$ cat src/rtl/game_pkg.sv
// ---------------------------------------------------------------------------
// game_pkg
// Definitions shared by the board commit path:
//   - commit_state_t : commit scheduler state encoding
//   - TILE_SIZE / GAP_SIZE : tile geometry in pixels
//   - BOARD_W / CODE_W : packed board width and per-cell log2 code width
//   - drop_target() : pixel offset of a grid row below the preview row
// ---------------------------------------------------------------------------
package game_pkg;

    localparam int TILE_SIZE = 30;
    localparam int GAP_SIZE  = 4;
    localparam int BOARD_W   = 80;
    localparam int CODE_W    = 5;

    typedef enum logic [1:0] {
        ST_IDLE     = 2'd0,
        ST_ANIM     = 2'd1,
        ST_WAIT_VBL = 2'd2,
        ST_ACK      = 2'd3
    } commit_state_t;

    // Distance from the preview row top to the top of grid row 'row'.
    // Row 3 with the default geometry gives 142, well inside 10 bits.
    function automatic logic [9:0] drop_target(input logic [1:0] row,
                                               input int         preview_ofs,
                                               input int         row_pitch);
        return 10'(preview_ofs) + 10'(row) * 10'(row_pitch);
    endfunction

endpackage

$ cat src/rtl/vga_frame_tick.sv
// ---------------------------------------------------------------------------
// vga_frame_tick
// Detects the start of vertical blanking and divides frames into animation
// steps.
//   mastClk     in   system clock
//   rst         in   synchronous active-high reset
//   hCount      in   VGA horizontal counter
//   vCount      in   VGA vertical counter
//   div_clr     in   hold the frame divider at 0
//   frame_tick  out  registered one-cycle pulse, once per frame at vblank start
//   step_tick   out  frame_tick on which the divider wraps (every STEP_FRAMES)
// ---------------------------------------------------------------------------
module vga_frame_tick #(
    parameter int V_ACTIVE    = 480,
    parameter int STEP_FRAMES = 2
) (
    input  logic       mastClk,
    input  logic       rst,
    input  logic [9:0] hCount,
    input  logic [9:0] vCount,
    input  logic       div_clr,
    output logic       frame_tick,
    output logic       step_tick
);

    localparam int DIV_W = (STEP_FRAMES > 1) ? $clog2(STEP_FRAMES) : 1;
    localparam logic [DIV_W-1:0] DIV_LAST = DIV_W'(STEP_FRAMES - 1);

    logic             frame_tick_reg;
    logic [DIV_W-1:0] div_reg;

    always_ff @(posedge mastClk) begin
        if (rst) begin
            frame_tick_reg <= 1'b0;
            div_reg        <= '0;
        end else begin
            // (0, V_ACTIVE) occurs for exactly one cycle per frame
            frame_tick_reg <= (hCount == 10'd0) && (vCount == 10'(V_ACTIVE));
            if (div_clr) begin
                div_reg <= '0;
            end else if (frame_tick_reg) begin
                div_reg <= (div_reg == DIV_LAST) ? '0 : div_reg + DIV_W'(1);
            end
        end
    end

    assign frame_tick = frame_tick_reg;
    assign step_tick  = frame_tick_reg && (div_reg == DIV_LAST);

endmodule

$ cat src/rtl/board_commit_scheduler.sv
// ---------------------------------------------------------------------------
// board_commit_scheduler
// Sequences board updates from the game core into the renderer so that the
// displayed board only changes during vertical blanking. Drop moves first
// play a frame-stepped fall animation of the spawned tile.
//   mastClk        in   system clock
//   rst            in   synchronous active-high reset
//   hCount/vCount  in   VGA counters
//   commit_req     in   level request, held by the core until commit_ack
//   drop_en        in   request is a drop move (sampled at accept)
//   drop_row       in   final row of the dropped tile (sampled at accept)
//   board_in       in   16 x 5-bit board, cell (r,c) at [(r*4+c)*5 +: 5]
//   spawn_in       in   next spawn value code
//   cursor_col_in  in   drop column
//   commit_ack     out  one-cycle pulse once the snapshot is displayed
//   board_disp     out  board shown by the renderer
//   spawn_disp     out  preview value shown by the renderer
//   anim_active    out  fall animation in progress
//   anim_col/val   out  column and value code of the falling tile
//   anim_y_off     out  falling tile offset below the preview row, pixels
//   frame_tick     out  one-cycle pulse at vblank start
// ---------------------------------------------------------------------------
module board_commit_scheduler
    import game_pkg::*;
#(
    parameter int V_ACTIVE    = 480,
    parameter int TILE_SIZE   = game_pkg::TILE_SIZE,
    parameter int GAP_SIZE    = game_pkg::GAP_SIZE,
    parameter int PREVIEW_OFS = 40,
    parameter int STEP_PX     = 17,
    parameter int STEP_FRAMES = 2
) (
    input  logic               mastClk,
    input  logic               rst,
    input  logic [9:0]         hCount,
    input  logic [9:0]         vCount,
    input  logic               commit_req,
    input  logic               drop_en,
    input  logic [1:0]         drop_row,
    input  logic [BOARD_W-1:0] board_in,
    input  logic [CODE_W-1:0]  spawn_in,
    input  logic [1:0]         cursor_col_in,
    output logic               commit_ack,
    output logic [BOARD_W-1:0] board_disp,
    output logic [CODE_W-1:0]  spawn_disp,
    output logic               anim_active,
    output logic [1:0]         anim_col,
    output logic [CODE_W-1:0]  anim_val,
    output logic [9:0]         anim_y_off,
    output logic               frame_tick
);

    commit_state_t      state_reg;
    logic [BOARD_W-1:0] board_lat_reg;
    logic [CODE_W-1:0]  spawn_lat_reg;
    logic [9:0]         target_reg;
    logic [BOARD_W-1:0] board_disp_reg;
    logic [CODE_W-1:0]  spawn_disp_reg;
    logic               commit_ack_reg;
    logic               anim_active_reg;
    logic [1:0]         anim_col_reg;
    logic [CODE_W-1:0]  anim_val_reg;
    logic [9:0]         anim_y_off_reg;

    logic               frame_tick_w;
    logic               step_tick_w;
    logic [9:0]         y_next;

    vga_frame_tick #(
        .V_ACTIVE    (V_ACTIVE),
        .STEP_FRAMES (STEP_FRAMES)
    ) u_frame_tick (
        .mastClk    (mastClk),
        .rst        (rst),
        .hCount     (hCount),
        .vCount     (vCount),
        .div_clr    (state_reg != ST_ANIM),
        .frame_tick (frame_tick_w),
        .step_tick  (step_tick_w)
    );

    assign y_next = anim_y_off_reg + 10'(STEP_PX);

    always_ff @(posedge mastClk) begin
        if (rst) begin
            state_reg       <= ST_IDLE;
            board_lat_reg   <= '0;
            spawn_lat_reg   <= '0;
            target_reg      <= '0;
            board_disp_reg  <= '0;
            spawn_disp_reg  <= CODE_W'(1);
            commit_ack_reg  <= 1'b0;
            anim_active_reg <= 1'b0;
            anim_col_reg    <= '0;
            anim_val_reg    <= '0;
            anim_y_off_reg  <= '0;
        end else begin
            commit_ack_reg <= 1'b0;
            case (state_reg)
                ST_IDLE: begin
                    // While the ack pulse is visible the core still holds the
                    // old request; ignoring it keeps one ack per request.
                    if (commit_req && !commit_ack_reg) begin
                        board_lat_reg <= board_in;
                        spawn_lat_reg <= spawn_in;
                        target_reg    <= drop_target(drop_row, PREVIEW_OFS,
                                                     TILE_SIZE + GAP_SIZE);
                        anim_col_reg  <= cursor_col_in;
                        anim_val_reg  <= spawn_disp_reg;
                        if (drop_en && (spawn_disp_reg != '0)) begin
                            anim_active_reg <= 1'b1;
                            anim_y_off_reg  <= '0;
                            state_reg       <= ST_ANIM;
                        end else begin
                            state_reg <= ST_WAIT_VBL;
                        end
                    end
                end
                ST_ANIM: begin
                    if (step_tick_w) begin
                        if (y_next >= target_reg) begin
                            anim_y_off_reg <= target_reg;
                            state_reg      <= ST_WAIT_VBL;
                        end else begin
                            anim_y_off_reg <= y_next;
                        end
                    end
                end
                ST_WAIT_VBL: begin
                    // The tile stays drawn at its landing spot until the
                    // board containing it is swapped in.
                    if (frame_tick_w) begin
                        board_disp_reg  <= board_lat_reg;
                        spawn_disp_reg  <= spawn_lat_reg;
                        anim_active_reg <= 1'b0;
                        anim_y_off_reg  <= '0;
                        state_reg       <= ST_ACK;
                    end
                end
                ST_ACK: begin
                    commit_ack_reg <= 1'b1;
                    state_reg      <= ST_IDLE;
                end
                default: state_reg <= ST_IDLE;
            endcase
        end
    end

    assign commit_ack  = commit_ack_reg;
    assign board_disp  = board_disp_reg;
    assign spawn_disp  = spawn_disp_reg;
    assign anim_active = anim_active_reg;
    assign anim_col    = anim_col_reg;
    assign anim_val    = anim_val_reg;
    assign anim_y_off  = anim_y_off_reg;
    assign frame_tick  = frame_tick_w;

endmodule

$ cat config.mk
export PLATFORM = sky130hd
export DESIGN_NAME = board_commit_scheduler
export DESIGN_NICKNAME = d
export VERILOG_FILES = /design/src/rtl/game_pkg.sv /design/src/rtl/vga_frame_tick.sv /design/src/rtl/board_commit_scheduler.sv
export SDC_FILE = /design/constraint.sdc
export NUM_CORES = 1
export LEC_CHECK = 0
export ABC_CLOCK_PERIOD_IN_PS = 3010
export CAP_MARGIN = 20
export CORE_UTILIZATION = 39
export CTS_CLUSTER_DIAMETER = 80
export DETAILED_ROUTE_END_ITERATION = 16
export PLACE_DENSITY_LB_ADDON = 0.08
export SLEW_MARGIN = 25
export SYNTH_ARGS = -nofsm -noshare
export SYNTH_HDL_FRONTEND = slang
export SYNTH_SLANG_ARGS = --single-unit
$ cat constraint.sdc
create_clock -name mastClk -period 3.01 [get_ports mastClk]
set_input_delay 0.4515 -clock mastClk [delete_from_list [all_inputs] [get_ports mastClk]]
set_output_delay 0.4515 -clock mastClk [all_outputs]
set_load 0.02 [all_outputs]
# Word-level counts from Yosys, hierarchy flattened
# Index checks and enable logic that the tools add are counted.
[op_classes]
add_sub_neg = 3
n_mul = 1
n_lt_le_gt_ge = 1
n_eq_ne = 10
mux = 18
reduce_logical = 16
[ops]
columns = ["operator", "n"]
rows = [
  ["$mux 10", 5],
  ["$pmux 10 s3", 1],
  ["$add 10x5->10 const B", 1],
  ["$eq 10x9->1 const B", 1],
  ["$ge 10x10->1", 1],
  ["$logic_not 10->1", 1],
  ["$mux 2", 5],
  ["$add 6x8->9 const A", 1],
  ["$ne 2x2->1 const B", 4],
  ["$pmux 2 s4", 1],
  ["$reduce_and 4->1", 2],
  ["$mul 2x5->7 const B", 1],
  ["$mux 1", 5],
  ["$reduce_and 5->1", 1],
  ["$reduce_bool 5->1", 1],
  ["$eq 2x2->1 const B", 2],
  ["$logic_and 1x1->1", 4],
  ["$ne 2x1->1 const B", 2],
  ["$reduce_and 2->1", 2],
  ["$reduce_bool 3->1", 1],
  ["$eq 2x1->1 const B", 1],
  ["$logic_not 2->1", 1],
  ["$pmux 1 s2", 1],
  ["$reduce_bool 2->1", 1],
  ["3 further kinds", 3],
]
[word_totals]
reg_bits = 203
inputBits = 113
elab_cells = 62

# Logic depth before layout (Yosys ltp)
[logic_depth]
word_depth = 5
mapped_depth = 12
mapped_depth_nobuf = 11

# Cells and area by module
# Synthesis repeated with hierarchy kept, for this count alone.
[hier_totals]
cells_unflattened = 954
area_unflattened_um2 = 7538.5
[by_module_without_submodules]
columns = ["mod", "n_inst", "cells_per_inst", "area_each_um2", "seq_area_each_um2"]
rows = [
  ["board_commit_scheduler", 1, 940, 7423.4, 3943.8],
  ["vga_frame_tick", 1, 14, 115.1, 40.0],
]

# Worst setup path after synthesis
# OpenSTA, ideal clock, no wires.
[synth_timing]
path_type = "register -> register"
start = "reg anim_y_off_reg[0], in the netlist anim_y_off[0]"
end = "reg anim_y_off_reg[5], in the netlist anim_y_off[5]"
setup_ps = 123
t_arrival_ps = 2489
path_slack_ps = 398
path_stages_with_launch = 13
path_cell_list = "dfxtp_1 > ha_1 > and3_4 > o21ai_0 > xnor2_1 > ha_1 > a21o_1 > a21oi_1 > o211ai_1 > a21oi_2 > buf_6 > mux2i_1 > o22ai_1"
[synth_between]
elab_chain_cells = 5
[synth_rtl]
columns = ["element", "line_no", "rtl"]
rows = [
  ["from (decl)", "board_commit_scheduler.sv:63", "logic [9:0] anim_y_off_reg;"],
  ["from (signal assigned)", "board_commit_scheduler.sv:122", "anim_y_off_reg <= target_reg;"],
  ["from (signal assigned)", "board_commit_scheduler.sv:125", "anim_y_off_reg <= y_next;"],
  ["$add 10x5->10 *", "board_commit_scheduler.sv:82", "assign y_next = anim_y_off_reg + 10'(STEP_PX);"],
  ["$ge 10x10->1", "board_commit_scheduler.sv:121", "if (y_next >= target_reg) begin"],
  ["$mux 10 *", "board_commit_scheduler.sv:121", ""],
  ["$mux 10 *", "board_commit_scheduler.sv:120", "if (step_tick_w) begin"],
  ["$pmux 10 s3 *", "board_commit_scheduler.sv:99", "case (state_reg)"],
]
# Mark *: on every way between the ends. The rest lies on a longest branch, timed or not. The select of a mux whose other input is x is not followed.
# A chain may end at the register's enable or synchronous reset.

# Worst setup path in the final report
[layout_timing]
start = "reg anim_y_off_reg[0], in the netlist anim_y_off[0]"
end = "reg anim_y_off_reg[3], in the netlist anim_y_off[3]"
# The elaborated chain is that of the path after synthesis.

==> results.yml <==
pwr:
  peakVddDrop_v: 0.000361
  cellLeakagePower_uw: 0.00367
  power.density_mw_per_mm2: 633
  power_uw: 6590
worst_setup_path:
  crit_path_max_fanout: 11
  crit_chain: "ha_1 -> and3_4 -> o21ai_0 -> xnor2_1 -> ha_1 -> a21o_1 -> a21oi_1 -> o211ai_1 -> a21oi_2 -> buf_4 -> mux2i_1 -> o22ai_1"
  worst_setup_path_end_kind: "flop"
  ff2ff_setup_slack_ns: 0.30
  max_stage_delay_ns: 0.43
  startpoint: "anim_y_off[0]"
  cp_common_cell: "ha_1"
  r2r_cells: 12
  r2r-start: "anim_y_off[0]"
  startpoint_type: "flop"
  cp_slowest_cell: "dfxtp_1"
  crit_type: "flop to flop"
  required_ns: 3.33
  reg2reg_to: "anim_y_off[3]"
  cp.arrival_ns: 3.03
grt:
  grt_pass1_vias: 6185
  antenna_found_initial: 1
  busiest_layer: "met2"
  grtUsageTotal: 0.201
  grt_pass1_wl_microns: 31600
  globalRouteMet2Util: 0.336
  gr-total-overflow: 0
  met1_usage: 0.243
  met3_usage: 0.0680
  grt_max_degree: 158
sta:
  worst_hold_slack_ns: 0.361
  tightestPinTransition_ns: 0.737
  tns_ns: 0
  fin_crit_ns: 2.71
  finalCritPeriodShare: 0.901
  max_freq_mhz: 369
  slew_viol_final: 0
  rsz0062_at_grt: "false"
  worst_slack_ns: 0.298
  setup_viol_count_final: 0
  hold_viol: 0
  slew_headroom: 0.508
  fin_skew_ns: 0.0149
floorplan:
  die_area_sq_mm: 0.0197
  ioPinCount: 218
  num_rows: 50
  coreArea_sq_mm: 0.0188
  initial_utilization: 0.398
  die_h_microns: 140
  fp.dieW_microns: 140
layout:
  area_growth_pct: 39.4
  layout_commonest_cell: "nand2_1"
  fin_nets: 1256
  drive_above_1_share: 0.0560
  n_fill_cell: 1777
  final_area_sq_mm: 0.0104
  mostFrequentLayoutCells: "nand2_1 (374), clkdlybuf4s50_1 (216), dfxtp_1 (199)"
route:
  post_drt_wl_per_cell_microns: 14.1
  first_pass_iters: 4
  drt-total-wl_microns: 19500
  vias: 6597
  via_per_inst: 4.79
  final_antenna_net_count: 0
  drc: 0
  drt_iter0_drc: 272
cts:
  clkLatencyLatePin_ns: 0.43
  cts-resized-gates: 0
  post_cts_buffers: 0
  cts_hold_buf: 0
  cts_buffers: 17
  htreeDepth: 4
  cts_max_path_buffers: 2
  cts-root-buf: "clkbuf_16"
  cts_tree: "done"
  clk_pin_slew_ns: 0.08
  cts.sinks: 199
hold_path:
  hp-start: "rst"
  min_path_type: "input port to flop"
  worst_hold_path.endpoint: "board_disp[12]"
  holdPathStages: 2
placed_design:
  dp_slack_ns: 0.265
  dp.final_hpwl_microns: 12400
  place_congestion: 0.840
  io_buffer_count: 217
  place_area_sq_mm: 0.00984
logic_synthesis:
  synth-edff-count: 0
  async_flop_share: 0
  synthCells: 948
  synthesis.nets: 1074
  ys_ff_latch: 199
  syn_area_per_cell_sq_um: 7.89
  synth_warnings: 0
  yosysUniqueCellTypes: 48
  ys_seq_area_frac: 0.533
  ys.flop_type: "dfxtp_1"
  syn_area_sq_mm: 0.00748
flow_run:
  cap_violations: 0
run_status:
  status: "complete, no violations"
[area by class of cell]
class                   instances  area, sq um  share of cell area
flip-flops and latches        199         3980               0.382
multi-input cells             670         3200               0.307
repair buffers                227         2310               0.222
inverters                      15         56.3             0.00540
diodes                          1         2.50            0.000240
clock inverters                13          131              0.0126
clock buffers                  19          443              0.0425
well taps                     234          293              0.0281
[how the worst max path moves through the flow]
stage,end,slack [ns],depth (start not counted)
floorplan,anim_y_off[5],0.40,12
global placement,state_reg[0],0.38,11
detailed placement,state_reg[0],0.26,11
CTS,state_reg[0],0.26,11
global route,anim_y_off[3],0.05,12
finish,anim_y_off[3],0.30,12
[cells by family after synthesis]
logic type               count (synthesis)  share of synthesized area
AO/OA/AOI/OAI                          221                      0.162
flip-flops                             199                      0.533
AND/OR/NAND/NOR                        424                      0.226
multiplexers                             6                    0.00870
XOR/XNOR                                 6                    0.00703
buffers and inverters                   79                     0.0423
adder cells (fa/ha/maj)                 13                     0.0218
[synth_stat cells (4+ instances only)]
master / instances / area [sq um]
a21oi_1: 190 / 951
a31oi_1: 4 / 25.0
buf_1: 9 / 33.8
buf_2: 4 / 20.0
clkbuf_1: 49 / 184
dfxtp_1: 199 / 3980
ha_1: 13 / 163
inv_1: 15 / 56.3
mux2i_1: 5 / 50.1
nand2_1: 376 / 1410
nand3_1: 7 / 35.0
nor2_1: 15 / 56.3
o21ai_0: 8 / 40.0
xnor2_1: 4 / 35.0
[metal layers]
metal | wire (microns) | share of wire
met1 | 8830 | 0.45
met5 | 0 | 0
met4 | 302 | 0.015
met3 | 1250 | 0.064
met2 | 9100 | 0.47
[stage by stage]
| step | instances | utilization |
|---|---|---|
| after floorplan | 948 | - |
| after global routing | 1377 | 0.555 |
| after detailed placement | 1345 | 0.524 |
| final | 1378 | 0.555 |
| after CTS | 1377 | 0.555 |
| after global placement | 1345 | 0.524 |
[power breakdown]
group / internal [uW] / switching [uW] / total, uW
Clock: 1130 / 1090 / 2220
Sequential: 2880 / 124 / 3000
Combinational: 555 / 821 / 1380
[critical path, delay by kind of cell, from the launching register on]
kind                       cells  cell delay [ns]
DFF                            1             0.43
adders and majority gates      2             0.55
xor gates and xnor gates       1             0.22
buffers and inverters          1             0.22
and+or+nand+nor                1             0.23
AOI/OAI and AO/OA              6             0.75
muxes                          1             0.21
Power figures use the tool's default switching activity.
